`src/rtl/contador_regressivo_if.sv`:
```
// Control/status bundle between the control-unit FSM (master) and the down-counter (slave).
// D/Q are N bits wide; the counter itself must be built with the same N.
interface contador_regressivo_if #(
   parameter int unsigned N = 4
);
   logic         iniciar;
   logic         parar;
   logic         recarga;
   logic         ent;
   logic [N-1:0] D;
   logic [N-1:0] Q;
   logic         ocupado;
   logic         fim;
   logic         rco;

   modport master (
      output iniciar,
      output parar,
      output recarga,
      output ent,
      output D,
      input  Q,
      input  ocupado,
      input  fim,
      input  rco
   );

   modport slave (
      input  iniciar,
      input  parar,
      input  recarga,
      input  ent,
      input  D,
      output Q,
      output ocupado,
      output fim,
      output rco
   );
endinterface

```
`src/rtl/contador_regressivo.sv`:
```
// Programmable down-counting timer: loads D, steps down once every DIV enabled clocks,
// pulses fim for one cycle on expiry, with optional auto-reload and a borrow output.
module contador_regressivo #(
   parameter int unsigned N   = 4,
   parameter int unsigned DIV = 4
) (
   input logic                  clock,
   input logic                  clr,
   contador_regressivo_if.slave bus
);

   // Prescaler needs at least one bit even when DIV == 1.
   localparam int unsigned PW = (DIV > 1) ? $clog2(DIV) : 1;
   localparam logic [PW-1:0] PMAX = PW'(DIV - 1);

   typedef enum logic [1:0] {StIdle, StConta, StFim} estado_t;

   estado_t      state_q, state_d;
   logic [N-1:0] q_q, q_d;
   logic [PW-1:0] p_q, p_d;

   always_ff @(posedge clock or negedge clr) begin
      if (!clr) begin
         state_q <= StIdle;
         q_q     <= '0;
         p_q     <= '0;
      end else begin
         state_q <= state_d;
         q_q     <= q_d;
         p_q     <= p_d;
      end
   end

   // Priority: parar, then iniciar, then per-state behaviour.
   always_comb begin
      state_d = state_q;
      q_d     = q_q;
      p_d     = p_q;

      if (bus.parar) begin
         state_d = StIdle;
         q_d     = '0;
         p_d     = '0;
      end else if (bus.iniciar) begin
         q_d     = bus.D;
         p_d     = '0;
         state_d = (bus.D != '0) ? StConta : StFim;
      end else begin
         unique case (state_q)
            StIdle: begin
            end

            StConta: begin
               if (bus.ent) begin
                  if (p_q != PMAX) begin
                     p_d = p_q + PW'(1);
                  end else begin
                     p_d = '0;
                     // Q is never 0 in StConta; the guard keeps a stray state from wrapping.
                     if (q_q != '0) begin
                        q_d = q_q - N'(1);
                     end
                     if (q_q == N'(1)) begin
                        state_d = StFim;
                     end
                  end
               end
            end

            StFim: begin
               if (bus.recarga) begin
                  if (bus.D != '0) begin
                     q_d     = bus.D;
                     p_d     = '0;
                     state_d = StConta;
                  end else begin
                     state_d = StFim;
                  end
               end else begin
                  state_d = StIdle;
               end
            end

            default: begin
               state_d = StIdle;
               q_d     = '0;
               p_d     = '0;
            end
         endcase
      end
   end

   assign bus.Q       = q_q;
   assign bus.ocupado = (state_q == StConta) || (state_q == StFim);
   assign bus.fim     = (state_q == StFim);
   assign bus.rco     = bus.ent && (q_q == '0);

endmodule

```
`src/flat_wrapper.sv`:
```
// flat-port wrapper written by rule: the top's interface ports become plain ports
module contador_regressivo_flat 
#(
   parameter int unsigned N   = 4,
   parameter int unsigned DIV = 4
)
  (clock, clr, bus_iniciar, bus_parar, bus_recarga, bus_ent, bus_D, bus_Q, bus_ocupado, bus_fim, bus_rco);
  contador_regressivo_if #(.N(N)) bus_i ();
  input logic clock;
  input logic clr;
  input wire logic [$bits(bus_i.iniciar)-1:0] bus_iniciar;
  input wire logic [$bits(bus_i.parar)-1:0] bus_parar;
  input wire logic [$bits(bus_i.recarga)-1:0] bus_recarga;
  input wire logic [$bits(bus_i.ent)-1:0] bus_ent;
  input wire logic [$bits(bus_i.D)-1:0] bus_D;
  output wire logic [$bits(bus_i.Q)-1:0] bus_Q;
  output wire logic [$bits(bus_i.ocupado)-1:0] bus_ocupado;
  output wire logic [$bits(bus_i.fim)-1:0] bus_fim;
  output wire logic [$bits(bus_i.rco)-1:0] bus_rco;
  assign bus_i.iniciar = bus_iniciar;
  assign bus_i.parar = bus_parar;
  assign bus_i.recarga = bus_recarga;
  assign bus_i.ent = bus_ent;
  assign bus_i.D = bus_D;
  assign bus_Q = bus_i.Q;
  assign bus_ocupado = bus_i.ocupado;
  assign bus_fim = bus_i.fim;
  assign bus_rco = bus_i.rco;
  contador_regressivo #(.N(N), .DIV(DIV)) u_core (.clock(clock), .clr(clr), .bus(bus_i));
endmodule
```
`config.mk`:
```
export PLATFORM = sky130hd
export DESIGN_NAME = contador_regressivo_flat
export DESIGN_NICKNAME = d
export VERILOG_FILES = /design/src/rtl/contador_regressivo_if.sv /design/src/rtl/contador_regressivo.sv /design/src/flat_wrapper.sv
export SDC_FILE = /design/constraint.sdc
export NUM_CORES = 1
export LEC_CHECK = 0
export ABC_AREA = 0
export CELL_PAD_IN_SITES_DETAIL_PLACEMENT = 0
export CELL_PAD_IN_SITES_GLOBAL_PLACEMENT = 1
export CORE_MARGIN = 4
export CORE_UTILIZATION = 37
export CTS_CLUSTER_SIZE = 10
export DETAILED_ROUTE_END_ITERATION = 10
export MAX_ROUTING_LAYER = met4
export PLACE_DENSITY_LB_ADDON = 0.1
export SLEW_MARGIN = 10
export SYNTH_ARGS = -nofsm -noshare
export SYNTH_HDL_FRONTEND = slang
export SYNTH_SLANG_ARGS = --single-unit
export TNS_END_PERCENT = 20
```
`constraint.sdc`:
```
create_clock -name clock -period 4.05 [get_ports clock]
set_clock_uncertainty 0.1 [all_clocks]
set_input_delay 0.81 -clock clock [delete_from_list [all_inputs] [get_ports clock]]
set_output_delay 0.81 -clock clock [all_outputs]
set_load 0.02 [all_outputs]
```
==> flow_summary.yaml <==
outcome:
  status: "finished, final reports clean"
timing:
  maxSlewViolCount: 0
  timing.slew.headroom_pct: 62.6
  max_freq_ghz: 0.330
  tightest_slew_ns: 0.556
  final.min_clock_period_ns: 3.03
  grt_setup_unrepaired: "false"
  final.period_utilization_pct: 74.9
  final_critical_path_setup_slack_ns: 1.02
  setup-violations-final: 0
  report.final.hold_viol_count: 0
  fin_setup_tns_ns: 0
synth:
  netlist_top_cells_area: "sky130_fd_sc_hd__dfrtp_1, sky130_fd_sc_hd__ha_1, sky130_fd_sc_hd__mux2_2"
  netlist.top_cell.by_area: "sky130_fd_sc_hd__dfrtp_1"
  synth.mux.area_fraction_pct: 10.6
  synth.avg_cell_area_um2: 9.99
  yosysWarnings: 0
  synthTopCellsByCount: "sky130_fd_sc_hd__dfrtp_1, sky130_fd_sc_hd__ha_1, sky130_fd_sc_hd__inv_1, sky130_fd_sc_hd__mux2_2, sky130_fd_sc_hd__nor2_1"
  synth-simple-area-share_pct: 21.1
  main_combinational_cell_family_by_area_after_synthesis: "simple AND/OR/NAND/NOR gates"
  synth_cell_type_count: 33
  share_of_the_synthesized_area_in_the_top_cell_type_pct: 31.3
  most_numerous_cell_in_the_yosys_netlist: "sky130_fd_sc_hd__dfrtp_1"
  synth_fa_ha_area_share_pct: 11.7
  synth_compound_gate_area_share_pct: 20.9
  synth-edff-count: 0
  yosysSeqAreaShare_pct: 31.3
  postSynth.asyncResetShare_pct: 100
  mappedNetlistArea_um2: 639
  synth_ff_type: "sky130_fd_sc_hd__dfrtp_1"
  ys_ff_latch: 8
  synth_cells: 64
  synth_fp_nets: 80
  yosys.area_share.xor_xnor_pct: 0
cells_and_area:
  insertedDiodeCount: 0
  total_of_fill_cells_in_the_finished_design: 161
  area_delta_synth_final_pct: 30.9
  post_layout_nonfiller_instances: 98
  fin_nets: 100
  drive_gt1_share_pct: 23.2
  final_core_utilization_pct: 53.1
min_path:
  timing.hold.worst.class: "flop to flop"
  hold_path_depth: 1
critical_path:
  critPathKind: "primary input to output port"
  worst_path_max_delay_cell: "sky130_fd_sc_hd__clkdlybuf4s50_1"
  path_cells: "clkdlybuf4s50_1 -> and3_1 -> clkdlybuf4s50_1"
  timing.critical_path.mode_cell: "sky130_fd_sc_hd__clkdlybuf4s50_1"
  critical_path_peak_fanout: 3
  cpPeakStageDelay_ns: 0.59
  crit_required_ns: 3.14
  critPathArrivalTime_ns: 2.12
  rr_worst_depth: 6
  end_kind: "output port"
  start_kind: "primary input"
routing:
  post-route-drc-count: 0
  detail_route.first_pass.iterations: 2
  detailroute.via_count: 560
  finalWirelength_mm: 1.54
  initialDrtViolationCount: 4
  vias_per_cell: 5.71
  wl_per_cell_um: 15.7
  ant_nets: 0
global_route:
  grtUsageTotal_pct: 14.4
  grt_pass1_wl_mm: 2.68
  antenna_found_initial: 0
  vias_in_the_first_global_route: 607
  grt_start_max_net_pins: 10
  overflow: 0
placed_design:
  detailedPlacementHpwl_mm: 1.22
  port-buffer-count: 16
  place_ws_ns: 1.02
  place_inst: 95
  gpl_congestion: 0.776
clocking:
  postCtsHoldBufs: 0
  worst_skew_pair.late_latency_ns: 0.26
  tritoncts_clock_tree: "done"
  clkSinkCount: 8
  number_of_clock_buffers_inserted_by_tritoncts: 3
  cts-resized-gates: 0
  htree_num_levels: 1
  cts_max_path_buffers: 2
  post_cts_buffers: 0
  clockRootBuffer: "sky130_fd_sc_hd__clkbuf_4"
  worst_setup_hold_path_clk_slew_ns: 0.06
power:
  power.static_leakage_nw: 0.365
  pwr-share-seq_pct: 39.5
  power_frac_clock_pct: 28.9
  p_comb_share_pct: 31.6
  internal_power_mw: 0.157
  switching_power_total_mw: 0.0724
  power.density_cell_area_mw_per_mm2: 274
  vdd.ir_drop.worst_mv: 0.170
  power.total_mw: 0.229
  switching_share_pct: 31.6
die:
  die_y_um: 49.6
  fp.dieArea_mm2: 0.00246
  initial_core_util_pct: 40.6
  num_io_pins: 17
  core_area_mm2: 0.00158
  floorplan.rows: 14
  die_width_um: 49.6
run:
  max-cap-violations: 0
## critical path, delay by kind of cell
| kind | cells | cell delay, ns |
|---|---|---|
| buffers and inverters | 2 | 1.13 |
| and+or+nand+nor | 1 | 0.18 |
## state kept, by name, indices dropped and copies added (netlist names)
signal and flops:
u_core.state_q 2, u_core.bus.Q 4, u_core.p_q 2
## cells by family after synthesis
logic type,Yosys count
simple gates,20
compound gates,17
buf+inv,7
flops,8
fa+ha+maj,6
mux,6
## area by class of cell
class / instances / area (µm²) / share of cell area [%]
Multi-Input combinational cell: 49 / 412 / 49.2
Tap cell: 16 / 20.0 / 2.39
Sequential cell: 8 / 200 / 23.9
Clock buffer: 3 / 22.5 / 2.69
Inverter: 6 / 22.5 / 2.69
Timing Repair Buffer: 16 / 160 / 19.1
## layout by cell type (no fill, tap or decap), types with 2 or more instances in the layout
cell,synthesis,final
sky130_fd_sc_hd__inv_1,6,6
sky130_fd_sc_hd__nor3_1,2,2
sky130_fd_sc_hd__nor2_1,4,4
sky130_fd_sc_hd__clkdlybuf4s50_1,0,16
sky130_fd_sc_hd__a21oi_1,3,3
sky130_fd_sc_hd__nand2_1,2,2
sky130_fd_sc_hd__or3b_2,2,2
sky130_fd_sc_hd__nor4_1,2,2
sky130_fd_sc_hd__ha_1,6,6
sky130_fd_sc_hd__mux2_2,6,6
sky130_fd_sc_hd__dfrtp_1,8,8
sky130_fd_sc_hd__clkbuf_4,0,3
## power by group through the flow
| stage | registers (mW) | logic [mW] | clock network, mW |
|---|---|---|---|
| floorplan | 0.0943 | 0.0394 | 0 |
| global placement | 0.0915 | 0.0726 | 0 |
| detailed placement | 0.0922 | 0.0729 | 0 |
| CTS | 0.0906 | 0.0732 | 0.0671 |
| global route | 0.0918 | 0.0797 | 0.0696 |
| finish | 0.0906 | 0.0724 | 0.0662 |
## path summary, 6_finish.rpt
kind | startpoint | slack (ns) | endpoint
worst max register to register | u_core.state_q[1]$_DFFE_PN0P_ | 1.81 | u_core.bus.Q[1]$_DFFE_PN0P_
min in group asynchronous | clr | 0.74 | u_core.state_q[0]$_DFFE_PN0P_
max in group asynchronous | clr | 2.83 | u_core.bus.Q[3]$_DFFE_PN0P_
worst min register to register | u_core.p_q[0]$_DFFE_PN0P_ | 0.45 | u_core.p_q[0]$_DFFE_PN0P_
worst min-delay path | u_core.p_q[0]$_DFFE_PN0P_ | 0.45 | u_core.p_q[0]$_DFFE_PN0P_
worst max-delay path | bus_ent | 1.02 | bus_rco
## through the flow
stage               hold WS (ns)  cell area (µm²)
floorplan                  0.406              639
global placement           0.422              815
detailed placement         0.438              815
CTS                        0.452              837
global route               0.471              837
finish                     0.446              837
## per-layer routing
layer | part of all wire (%) | global-route usage [%]
met1 | 47 | 16.8
met2 | 47 | 23.8
met3 | 3.3 | 1.81
met4 | 2.6 | 8.29
met5 | 0 | -
No activity file was read; power rests on OpenSTA's default activity.
